### config.mk
export PLATFORM = sky130hd
export DESIGN_NAME = oqpsk_rx_demod
export DESIGN_NICKNAME = d
export VERILOG_FILES = /design/src/rtl/oqpsk_rx_demod.sv
export SDC_FILE = /design/constraint.sdc
export NUM_CORES = 1
export LEC_CHECK = 0
export CAP_MARGIN = 10
export CORE_UTILIZATION = 62
export DETAILED_ROUTE_END_ITERATION = 8
export PLACE_DENSITY_LB_ADDON = 0.3
export REMOVE_ABC_BUFFERS = 1
export SYNTH_ARGS = -nofsm -noshare
export SYNTH_HDL_FRONTEND = slang
export SYNTH_SLANG_ARGS = --single-unit
### constraint.sdc
create_clock -name CLK -period 7.6 [get_ports CLK]
set_clock_uncertainty 0.05 [all_clocks]
set_input_delay 1.52 -clock CLK [delete_from_list [all_inputs] [get_ports CLK]]
set_output_delay 1.52 -clock CLK [all_outputs]
set_load 0.005 [all_outputs]
### src/rtl/oqpsk_rx_demod.sv
// oqpsk_rx_demod
//   Baseband OQPSK receive demodulator. Integrates I over each symbol and Q
//   over each symbol shifted by half a symbol, slices each integral to one
//   bit, and queues the bits (I0, Q0, I1, Q1, ...) in a small output FIFO.
//
// Ports
//   CLK          system clock, rising edge
//   RST          asynchronous active-low reset
//   EN           demod enable; low keeps the integrators idle and clears OVF
//   SAMPLE_VALID I_In/Q_In valid this cycle
//   I_In, Q_In   signed W-bit samples
//   Bit_Out      FIFO head bit (registered)
//   BIT_VALID    FIFO non-empty (registered)
//   BIT_ACK      consumer pops the head when BIT_VALID=1
//   OVF          sticky "bit dropped because FIFO was full"
module oqpsk_rx_demod #(
  parameter int SPS    = 8,
  parameter int W      = 13,
  parameter int FIFO_D = 4
) (
  input  logic                CLK,
  input  logic                RST,
  input  logic                EN,
  input  logic                SAMPLE_VALID,
  input  logic signed [W-1:0] I_In,
  input  logic signed [W-1:0] Q_In,
  output logic                Bit_Out,
  output logic                BIT_VALID,
  input  logic                BIT_ACK,
  output logic                OVF
);

  localparam int ACC_W = W + $clog2(SPS);
  localparam int EXT_W = ACC_W - W;
  localparam int PH_W  = $clog2(SPS);
  localparam int PTR_W = $clog2(FIFO_D);
  localparam int CNT_W = PTR_W + 1;

  localparam logic [PH_W-1:0]  PH_I_DUMP = PH_W'(SPS - 1);
  localparam logic [PH_W-1:0]  PH_Q_DUMP = PH_W'(SPS / 2 - 1);
  localparam logic [CNT_W-1:0] CNT_FULL  = CNT_W'(FIFO_D);

  typedef logic signed [ACC_W-1:0] acc_t;

  // Demod datapath state
  logic [PH_W-1:0]   phase_q, phase_d;
  acc_t              acc_i_q, acc_i_d;
  acc_t              acc_q_q, acc_q_d;
  logic              q_armed_q, q_armed_d;

  // Output FIFO state
  logic [FIFO_D-1:0] mem_q, mem_d;
  logic [PTR_W-1:0]  wr_ptr_q, wr_ptr_d;
  logic [PTR_W-1:0]  rd_ptr_q, rd_ptr_d;
  logic [CNT_W-1:0]  cnt_q, cnt_d;
  logic              ovf_q, ovf_d;
  logic              bit_out_q, bit_out_d;
  logic              bit_valid_q, bit_valid_d;

  // Integrate-and-dump sums including the current sample
  acc_t tot_i, tot_q;
  logic push, push_bit, pop, full, wr_en;

  assign tot_i = acc_i_q + acc_t'({{EXT_W{I_In[W-1]}}, I_In});
  assign tot_q = acc_q_q + acc_t'({{EXT_W{Q_In[W-1]}}, Q_In});

  always_comb begin
    phase_d     = phase_q;
    acc_i_d     = acc_i_q;
    acc_q_d     = acc_q_q;
    q_armed_d   = q_armed_q;
    mem_d       = mem_q;
    wr_ptr_d    = wr_ptr_q;
    rd_ptr_d    = rd_ptr_q;
    cnt_d       = cnt_q;
    ovf_d       = ovf_q;
    push        = 1'b0;
    push_bit    = 1'b0;

    if (!EN) begin
      // Idle: any partial symbol is discarded, next sample restarts at phase 0
      phase_d   = '0;
      acc_i_d   = '0;
      acc_q_d   = '0;
      q_armed_d = 1'b0;
      ovf_d     = 1'b0;
    end else if (SAMPLE_VALID) begin
      phase_d = phase_q + PH_W'(1);
      acc_i_d = tot_i;
      acc_q_d = tot_q;
      // Slicer: sign bit clear (total >= 0, zero included) -> 1
      if (phase_q == PH_I_DUMP) begin
        push      = 1'b1;
        push_bit  = ~tot_i[ACC_W-1];
        acc_i_d   = '0;
        q_armed_d = 1'b1;
      end
      // Q dump before the first I dump only covers half a symbol: drop it
      if (phase_q == PH_Q_DUMP) begin
        acc_q_d = '0;
        if (q_armed_q) begin
          push     = 1'b1;
          push_bit = ~tot_q[ACC_W-1];
        end
      end
    end

    // FIFO: a pop frees the slot, so push+pop while full still succeeds
    pop   = bit_valid_q & BIT_ACK;
    full  = (cnt_q == CNT_FULL);
    wr_en = push & (~full | pop);
    if (push & full & ~pop) ovf_d = 1'b1;

    if (wr_en) begin
      mem_d[wr_ptr_q] = push_bit;
      wr_ptr_d        = wr_ptr_q + PTR_W'(1);
    end
    if (pop) rd_ptr_d = rd_ptr_q + PTR_W'(1);

    case ({wr_en, pop})
      2'b10:   cnt_d = cnt_q + CNT_W'(1);
      2'b01:   cnt_d = cnt_q - CNT_W'(1);
      default: cnt_d = cnt_q;
    endcase

    // Registered head: look ahead to the post-edge FIFO state
    bit_valid_d = (cnt_d != '0);
    bit_out_d   = bit_valid_d & mem_d[rd_ptr_d];
  end

  always_ff @(posedge CLK or negedge RST) begin
    if (!RST) begin
      phase_q     <= '0;
      acc_i_q     <= '0;
      acc_q_q     <= '0;
      q_armed_q   <= 1'b0;
      mem_q       <= '0;
      wr_ptr_q    <= '0;
      rd_ptr_q    <= '0;
      cnt_q       <= '0;
      ovf_q       <= 1'b0;
      bit_out_q   <= 1'b0;
      bit_valid_q <= 1'b0;
    end else begin
      phase_q     <= phase_d;
      acc_i_q     <= acc_i_d;
      acc_q_q     <= acc_q_d;
      q_armed_q   <= q_armed_d;
      mem_q       <= mem_d;
      wr_ptr_q    <= wr_ptr_d;
      rd_ptr_q    <= rd_ptr_d;
      cnt_q       <= cnt_d;
      ovf_q       <= ovf_d;
      bit_out_q   <= bit_out_d;
      bit_valid_q <= bit_valid_d;
    end
  end

  assign Bit_Out   = bit_out_q;
  assign BIT_VALID = bit_valid_q;
  assign OVF       = ovf_q;

endmodule
==> flow_summary.yaml <==
timing:
  final_critical_path_setup_slack_ns: 2.69
  slew_headroom: 0.270
  timing.final.hold_violations: 0
  timing.final.crit_period_ns: 4.91
  final.setup.tns_ns: 0
  fraction_of_the_cycle_the_final_worst_path_needs: 0.646
  timing.final.max_slew_violations: 0
  clock.fmax_mhz: 204
  grt_setup_unrepaired: "false"
  worstMarginPinSlew_ns: 1.09
  setup_violations_final: 0
cts:
  clock_tree.buffer_depth: 2
  cts_repair_resize_count: 0
  cts_root_buffer: "clkbuf_8"
  cts_num_sinks: 50
  clkLatencyLatePin_ns: 0.32
  h-tree-depth: 2
  cts_tree: "built"
  worst_setup_hold_path_clk_slew_ns: 0.10
  post-cts-setup-buffer-count: 0
  cts_buffers: 5
  cts_hold_buffers: 0
routing:
  detail_route.wirelength_mm: 6.72
  drcViolationCount: 0
  vias_per_cell: 6.03
  detailedRoute.firstIterationViolations: 109
  final_routed_wire_length_divided_by_cell_count_um: 15.6
  route.antenna.remaining_nets: 0
  detailroute.via_count: 2600
  pre_repair_dr_iteration_count: 4
logic_synthesis:
  synth-async-reset-ratio: 1.00
  syn-instance-count: 326
  netlist_area_um2: 3360
  yosys.cell_types.count: 41
  synth.ff_latch_count: 50
  avgSynthCellArea_um2: 10.3
  synth_enable_flop_cells: 0
  yosys_most_used_dff: "dfrtp_1"
  yosys_warnings: 0
  seq_area_frac_synth: 0.372
worst_setup_path:
  worstSetupPathType: "input pin to flop"
  reg2regPathDepth: 16
  critical_path_peak_fanout: 10
  critPathCaptureType: "flop"
  critical_path.startpoint_type: "input pin"
  critical_path_arrival_ns: 5.08
  worst-endpoint-required_ns: 7.77
worst_hold_path:
  hold-path-cell-count: 2
  worstHoldPathType: "flop to flop"
global_route:
  grt_antenna_before_repair: 0
  grt_pass1_wl_mm: 11.1
  global_route.overflow_total: 0
  track_usage: 0.259
  grt_start_max_net_pins: 51
  first_global_vias: 2613
placement:
  port-buffer-count: 33
  dp_hpwl_mm: 4.92
  placement.setup.worst_slack_ns: 2.39
  gp_congestion: 0.821
power:
  power_per_cell_area_nw_per_um2: 230
  vdd_ir_drop_max_mv: 0.121
  total_leakage_power_nw: 1.92
finish:
  antennaDiodeCount: 0
  num-nets-final: 432
  num-fill-cells: 367
  share_of_final_layout_standard_cells_stronger_than_drive_strength_1: 0.0748
  layout-area-overhead-vs-synth_pct: 15.5
die:
  die_height_um: 75.7
  rows: 26
  ios: 34
  starting_density_of_the_core: 0.650
  placeableCoreArea_um2: 5170
  die_x_um: 75.7
  die-area_um2: 5730
status:
  run_status: "finished clean"
flow_run:
  max_cap_viol_count: 0
-- sequential cells by signal, summed over array words and instances (netlist names) --
register,flops
mem_q,4
q_armed_q,1
Bit_Out,1
rd_ptr_q,2
phase_q,3
BIT_VALID,1
OVF,1
wr_ptr_q,2
cnt_q,3
acc_q_q,16
acc_i_q,16
-- synth_stat cells (all sizes together), types with 3 or more instances --
| master | n | area share |
|---|---|---|
| o31ai | 4 | 0.0089 |
| a22o | 28 | 0.073 |
| nor2 | 16 | 0.018 |
| a21oi | 30 | 0.046 |
| o211a | 3 | 0.0089 |
| nor2b | 5 | 0.0093 |
| dfrtp | 50 | 0.37 |
| fa | 3 | 0.018 |
| ha | 38 | 0.14 |
| nand3 | 4 | 0.0060 |
| clkbuf | 8 | 0.0089 |
| xnor2 | 19 | 0.049 |
| mux2 | 4 | 0.013 |
| a21o | 17 | 0.039 |
| nor3 | 3 | 0.0045 |
| o21ai | 15 | 0.023 |
| xor2 | 16 | 0.042 |
| nand2 | 23 | 0.026 |
| inv | 11 | 0.012 |
| o41ai | 3 | 0.0078 |
-- cell type report --
| class | count | area [um2] | area share |
|---|---|---|---|
| timing repair buffer | 35 | 340 | 0.0876 |
| multi-input combinational | 257 | 2040 | 0.526 |
| inverter | 11 | 41.3 | 0.0106 |
| tap | 70 | 87.6 | 0.0225 |
| sequential | 50 | 1250 | 0.322 |
| clock inverter | 2 | 38.8 | 0.00998 |
| clock buffer | 6 | 82.6 | 0.0212 |
-- per-stage QoR --
stage                      util  power (mW)  hold slack (ns)  std cells  instance area (um2)
after floorplan               -       0.599            0.403        318                 3330
after global placement    0.728       0.666            0.417        423                 3760
after detailed placement  0.728       0.688            0.426        423                 3760
after CTS                 0.751       0.895            0.449        431                 3890
after global routing      0.751       0.951            0.471        431                 3890
final                     0.751       0.892            0.448        431                 3890
-- cell usage in the layout, fill, tap and decap left out, drive strengths merged, types with 2 or more instances in the layout --
cell	instances
dfrtp	50
ha	38
clkdlybuf4s50	32
a21oi	30
a22o	28
nand2	23
xnor2	19
a21o	17
nor2	16
xor2	16
o21ai	15
inv	12
clkbuf	6
nor2b	5
nand3	4
mux2	4
o31ai	4
nor3	3
o211a	3
o41ai	3
fa	3
buf	3
and2	2
o211ai	2
and3	2
mux4	2
a2111oi	2
o21a	2
mux2i	2
a31oi	2
a31o	2
a211oi	2
-- worst max-delay path: stages --
cell and delay (ns):
clkdlybuf4s50_1 0.65, nand2_1 0.22, nor3_1 0.81, inv_1 0.11
ha_1 0.25, inv_1 0.07, fa_1 0.18, xor2_1 0.18
nor2_1 0.08, xnor2_1 0.16, inv_1 0.08, or3_1 0.37
nand2_1 0.10, a21oi_1 0.04, a41o_1 0.24
-- cells by family after synthesis --
kind of cell | after synthesis | synth area share
compound gates | 115 | 0.245
flops | 50 | 0.372
fa+ha+maj | 41 | 0.159
mux | 8 | 0.0327
xor+xnor | 35 | 0.0911
simple gates | 58 | 0.0785
buf+inv | 19 | 0.0212
-- per-layer routing --
layer  up-vias  GRT usage  routed length [um]
li1       1276          -                   -
met1      1263      0.303                2950
met2        50      0.474                3440
met3        11     0.0476                 229
met4         0     0.0905                 104
met5         -          0                   0
-- power by group --
group	switching [mW]	total (mW)	internal [mW]
sequential	0.0306	0.341	0.310
clock	0.0968	0.205	0.108
combinational	0.182	0.347	0.165
total	0.309	0.892	0.583
-- path summary, 6_finish.rpt --
check / start / endpoint / slack, ns
max: SAMPLE_VALID / Bit_Out$_DFF_PN0_ / 2.69
min: acc_i_q[5]$_DFFE_PN0P_ / acc_i_q[5]$_DFFE_PN0P_ / 0.45
max reg2reg: phase_q[0]$_DFFE_PN0P_ / Bit_Out$_DFF_PN0_ / 3.77
min reg2reg: acc_i_q[5]$_DFFE_PN0P_ / acc_i_q[5]$_DFFE_PN0P_ / 0.45
max in group asynchronous: RST / acc_q_q[2]$_DFFE_PN0P_ / 5.83
min in group asynchronous: RST / acc_i_q[11]$_DFFE_PN0P_ / 1.23
Note: power is estimated with default switching activity, not from simulation.
